`src/rtl/dmem_ctrl.sv`:
```
// dmem_ctrl: data-memory controller between the pipeline memory stage and a
// synchronous single-port SRAM. It accepts one load or store at a time. An
// in-range access spends one ACCESS cycle on the SRAM, then WAIT_CYCLES wait
// cycles, then one DONE cycle. An out-of-range access goes straight to DONE
// with an error flag and never touches the SRAM.
//
// Ports
//   clk, rst            : clock, asynchronous active-high reset
//   dmem_read/write     : load/store request, held until resp_done
//   mem_addr, mem_wdata : byte address and store data of the request
//   resp_rdata          : load data (0 for stores and errors)
//   resp_done, resp_err : one-cycle completion pulse / out-of-range flag
//   busy                : high whenever the controller is not IDLE
//   sram_ce/we/addr/wdata, sram_rdata : SRAM port (read data one cycle after ce)
module dmem_ctrl #(
    parameter int ADDR_W      = 14,
    parameter int WAIT_CYCLES = 2
) (
    input  logic              clk,
    input  logic              rst,
    input  logic              dmem_read,
    input  logic              dmem_write,
    input  logic [31:0]       mem_addr,
    input  logic [31:0]       mem_wdata,
    output logic [31:0]       resp_rdata,
    output logic              resp_done,
    output logic              resp_err,
    output logic              busy,
    output logic              sram_ce,
    output logic              sram_we,
    output logic [ADDR_W-1:0] sram_addr,
    output logic [31:0]       sram_wdata,
    input  logic [31:0]       sram_rdata
);

    typedef enum logic [1:0] {
        S_IDLE   = 2'd0,
        S_ACCESS = 2'd1,
        S_WAIT   = 2'd2,
        S_DONE   = 2'd3
    } state_t;

    localparam logic [3:0] CNT_LOAD = 4'(WAIT_CYCLES - 1);

    state_t              r_state;
    state_t              w_next;
    logic [3:0]          r_cnt;
    logic                r_we;
    logic                r_err;
    logic [ADDR_W-1:0]   r_addr;
    logic [31:0]         r_wdata;
    logic [31:0]         r_rdata;

    logic                w_req;
    logic                w_in_range;
    logic                w_accept;
    logic                w_first_wait;

    assign w_req        = dmem_read | dmem_write;
    // Everything above the word-address field must be zero; the byte offset
    // bits [1:0] play no part in the range test or the word address.
    assign w_in_range   = (mem_addr >> (ADDR_W + 2)) == 32'd0;
    assign w_accept     = (r_state == S_IDLE) && w_req;
    // The counter is loaded with CNT_LOAD on entry and only counts down, so
    // holding CNT_LOAD inside WAIT identifies the first wait cycle.
    assign w_first_wait = (r_state == S_WAIT) && (r_cnt == CNT_LOAD);

    // State register
    always_ff @(posedge clk or posedge rst) begin
        if (rst) begin
            r_state <= S_IDLE;
        end else begin
            r_state <= w_next;
        end
    end

    // Next-state logic
    always_comb begin
        w_next = r_state;
        case (r_state)
            S_IDLE: begin
                if (w_req) begin
                    w_next = w_in_range ? S_ACCESS : S_DONE;
                end
            end
            S_ACCESS: w_next = S_WAIT;
            S_WAIT:   w_next = (r_cnt == 4'd0) ? S_DONE : S_WAIT;
            S_DONE:   w_next = S_IDLE;
            default:  w_next = S_IDLE;
        endcase
    end

    // Request capture, wait counter and read-data register. These are all
    // cleared by reset because they drive the outputs directly.
    always_ff @(posedge clk or posedge rst) begin
        if (rst) begin
            r_cnt   <= 4'd0;
            r_we    <= 1'b0;
            r_err   <= 1'b0;
            r_addr  <= '0;
            r_wdata <= 32'd0;
            r_rdata <= 32'd0;
        end else begin
            if (w_accept) begin
                // Write wins when both request lines are high.
                r_we    <= dmem_write;
                r_addr  <= mem_addr[ADDR_W+1:2];
                r_wdata <= mem_wdata;
                r_err   <= ~w_in_range;
                // An error response carries zero data, so clear it here;
                // in-range accesses update it in their first wait cycle.
                if (!w_in_range) begin
                    r_rdata <= 32'd0;
                end
            end

            if (r_state == S_ACCESS) begin
                r_cnt <= CNT_LOAD;
            end else if ((r_state == S_WAIT) && (r_cnt != 4'd0)) begin
                r_cnt <= r_cnt - 4'd1;
            end

            // SRAM data is valid in the cycle after ce; stores return zero.
            if (w_first_wait) begin
                r_rdata <= r_we ? 32'd0 : sram_rdata;
            end
        end
    end

    // Output logic
    always_comb begin
        sram_ce    = (r_state == S_ACCESS);
        sram_we    = (r_state == S_ACCESS) && r_we;
        sram_addr  = r_addr;
        sram_wdata = r_wdata;
        resp_done  = (r_state == S_DONE);
        resp_err   = (r_state == S_DONE) && r_err;
        busy       = (r_state != S_IDLE);
        resp_rdata = r_rdata;
    end

endmodule

```
`config.mk`:
```
export PLATFORM = sky130hd
export DESIGN_NAME = dmem_ctrl
export DESIGN_NICKNAME = d
export VERILOG_FILES = /design/src/rtl/dmem_ctrl.sv
export SDC_FILE = /design/constraint.sdc
export NUM_CORES = 1
export LEC_CHECK = 0
export BUFFER_PORTS_ARGS = -buffer_cell sky130_fd_sc_hd__buf_2
export CAP_MARGIN = 20
export CORE_MARGIN = 2
export CORE_UTILIZATION = 46
export CTS_CLUSTER_SIZE = 10
export DETAILED_ROUTE_END_ITERATION = 6
export GPL_TIMING_DRIVEN = 0
export PLACE_DENSITY = 0.8
export SLEW_MARGIN = 20
export SYNTH_ARGS = -nofsm -noshare
export SYNTH_HDL_FRONTEND = slang
export SYNTH_SLANG_ARGS = --single-unit
```
`constraint.sdc`:
```
create_clock -name clk -period 3 [get_ports clk]
set_input_delay 0.45 -clock clk [delete_from_list [all_inputs] [get_ports clk]]
set_output_delay 0.45 -clock clk [all_outputs]
set_load 0.005 [all_outputs]
```
==> metrics.md <==
| Metric | Value |
|---|---|
| Sum Neg Setup Slack | 0 ns |
| GRT overflow | 0 |
| Nets | between 500 and 600 |
| Diodes inserted | 0 |
| Outcome | finished clean |
| Max-slew violations | 0 |
| WL/cell | roughly 15 um |
| Cts bufs inserted | 9 |
| M1 WL | 3390 um |
| First-pass GRT wire length | 13400 um |
| Clk sinks | 86 |
| Tmin final | 2.00 ns |
| Critical path type | reg2reg |
| Syn nets | 369 |
| Worst Hold Class | in2async |
| Clock Skew | 0.00612 ns |
| Comb pwr share | 43.8% |
| Estimated wirelength of the detail-placed design | about 6600 um |
| Cell area after synthesis | 3730 sq um |
| Slew at the pin closest to its max-slew limit | 0.469 ns |
| CTS resizes | 0 |
| Post-synth top area cell | dfrtp_1 |
| Worst EP arrival | 2.23 ns |
| Largest net degree at the start of global routing | 56 |
| Final period utilization | 66.7% |
| Pleak | around 0.0025 uW |
| Worst-skew pair later-pin latency | 0.35 ns |
| Slew headroom | about two thirds |
| Area of the die | ~8800 sq um |
| Top Layer Used | met4 |
| PortBufs | 180 |
| Synth warn | 0 |
| Post-synth top flop | dfrtp_1 |
| FILL cells | about 650 |
| Final setup viols | 0 |
| Worst-path clk slew | 0.09 ns |
| Internal power | between 3000 and 4000 uW |
| Asr flop ratio synth | 100% |
| Core Area | 7810 sq um |
| Area growth, synth to finish | 33.3% |
| Die Ht | around 94 um |
| Initial DRC count | 97 |
| Die Width | around 94 um |
| Layout cell share with drive strength beyond 1 | 64.3% |
| Hold WS | 0.0953 ns |
| Area fraction of the dominant cell type after synthesis | about 58% |
| Unrepaired setup endpoints after global routing | no |
| Post-CTS Setup Repair Bufs | 0 |
| Power per cell area | 983 nW/um^2 |
| Number of synthesized flops with an enable pin | 0 |
| Worst setup EP type | flip-flop |
| Top post-synthesis cells by area | dfrtp_1, mux2_2, o2bb2ai_2 |
| Sequential element share of the synthesized area | just under 60% |
| Post-synth top cells | dfrtp_1, mux2_2, nand2_1 |
| Rows | 32 |
| Mapped Avg Cell Area | approximately 14 sq um |
| CTS Root Cell | clkbuf_8 |
| Met3 wire len | approximately 380 um |
| Max FO, Critical Path | 10 |
| Post-layout instance area | 4970 sq um |
| Hold Fails Final Rpt | 0 |
| CTS tree | built |
| DRC errors left | 0 |
| Post-synthesis register bit count | 86 |
| Total global-route track usage | 19.9% |
| F_max | 500 MHz |
| Drt pass-1 iters | 6 |
| Nature of the critical path startpoint | flip-flop |
| Final antenna-violating net count | 0 |
| Initial Utilization | 47.8% |
| Switching Fraction | roughly a third |
| Metal2 WL | approximately 4500 um |
| Seq pwr share | 41.0% |
| Max-cap viol count | 0 |
| DP Area | 4790 sq um |
| Most common cell in the netlist | dfrtp_1 |
| Worst endpoint required time | approximately 3.2 ns |
| IO Pins | 183 |
| Via total after detailed routing | 2758 |
| Initial antenna violation count | 0 |
| Clock power frac | 15.3% |
| Max clock buf depth | 2 |
| Hold_buf cts | 0 |
| GP Congestion | 0.755 |
| Vias in the first global route | 2831 |
| Switching Power | approximately 1700 uW |
| Routed vias/inst | 4.92 |
| Register area | 2150 sq um |
| Area occupied by multi-input gates | approximately 1500 sq um |
| VDD IR-drop max | 491 uV |
| Cells after synthesis | 262 |
| Synth unique cells | 33 |
| Post-Route WL | 8490 um |
| H-tree levels | 3 |
==> placed cells by master (no fill, tap or decap), types with 2 or more instances in the layout <==
master	n
buf_2	187
dfrtp_1	86
mux2_2	46
nand2_1	35
o2bb2ai_2	29
clkbuf_8	10
ha_1	7
inv_1	6
nor4_2	4
nor2_1	3
a21oi_1	3
buf_6	3
o2bb2ai_1	3
buf_4	3
o21ai_0	3
or3b_2	2
clkbuf_1	2
and2_1	2
or3_1	2
clkinv_4	2
clkinvlp_4	2
==> final timing paths <==
path                                 from             end  slack, ns  cells past startpoint
max                            r_state[0]  sram_wdata[16]        1.0                      6
min                                   rst  resp_rdata[15]        0.1                      2
max reg2reg                    r_state[0]  sram_wdata[16]        1.0                      6
min reg2reg                sram_wdata[31]  sram_wdata[31]       0.51                      1
max in group asynchronous             rst    sram_addr[2]       2.31                      3
min in group clk           sram_rdata[15]  resp_rdata[15]       0.31                      2
==> critical path: stages, from the launching register on <==
cell	delay (ns)
dfrtp_1	0.42
inv_1	0.10
ha_1	0.25
o21ai_1	0.28
buf_4	0.27
buf_4	0.21
mux2_2	0.35
==> area by class of cell <==
cell class | count | share of cell area (%)
clock buffers | 10 | 2.77
flip-flops and latches | 86 | 43.3
plain buffers | 15 | 1.99
repair buffers | 181 | 18.7
well taps | 102 | 2.57
inverters | 7 | 0.579
clock inverters | 6 | 0.931
multi-input cells | 154 | 29.2
==> through the flow <==
step | setup WS (ns) | power [uW] | utilization, % | instances
after floorplan | 0.328 | 3290 | - | 262
after global placement | -0.609 | 4080 | 60.9 | 544
after detailed placement | 0.975 | 4200 | 61.3 | 545
after CTS | 0.952 | 4960 | 63.7 | 561
after global routing | 0.838 | 5270 | 63.7 | 561
final | 0.998 | 4890 | 63.7 | 561
==> routing by layer <==
layer / track usage, % / vias up
met5: 0 / -
met2: 34.2 / 94
met3: 3.29 / 17
li1: - / 1312
met1: 24.5 / 1335
met4: 9.18 / 0
==> cell families after synthesis <==
group	share of synthesized area [%]
flops	57.7
simple gates	7.65
mux	14.2
compound gates	14.6
buf+inv	3.35
fa+ha+maj	2.35
xor+xnor	0.235
==> power by group through the flow <==
stage               combinational (uW)  clock (uW)  sequential [uW]
global placement                  2090           0             1990
floorplan                         1240           0             2060
finish                            2140         746             2000
CTS                               2180         767             2010
detailed placement                2180           0             2030
global route                      2380         821             2080
==> registers in the layout, summed over array words and instances, names as in the netlist <==
signal      count
r_cnt           4
sram_addr      14
sram_wdata     32
r_we            1
r_state         2
r_err           1
resp_rdata     32
Note: power is estimated with default switching activity, not from simulation.
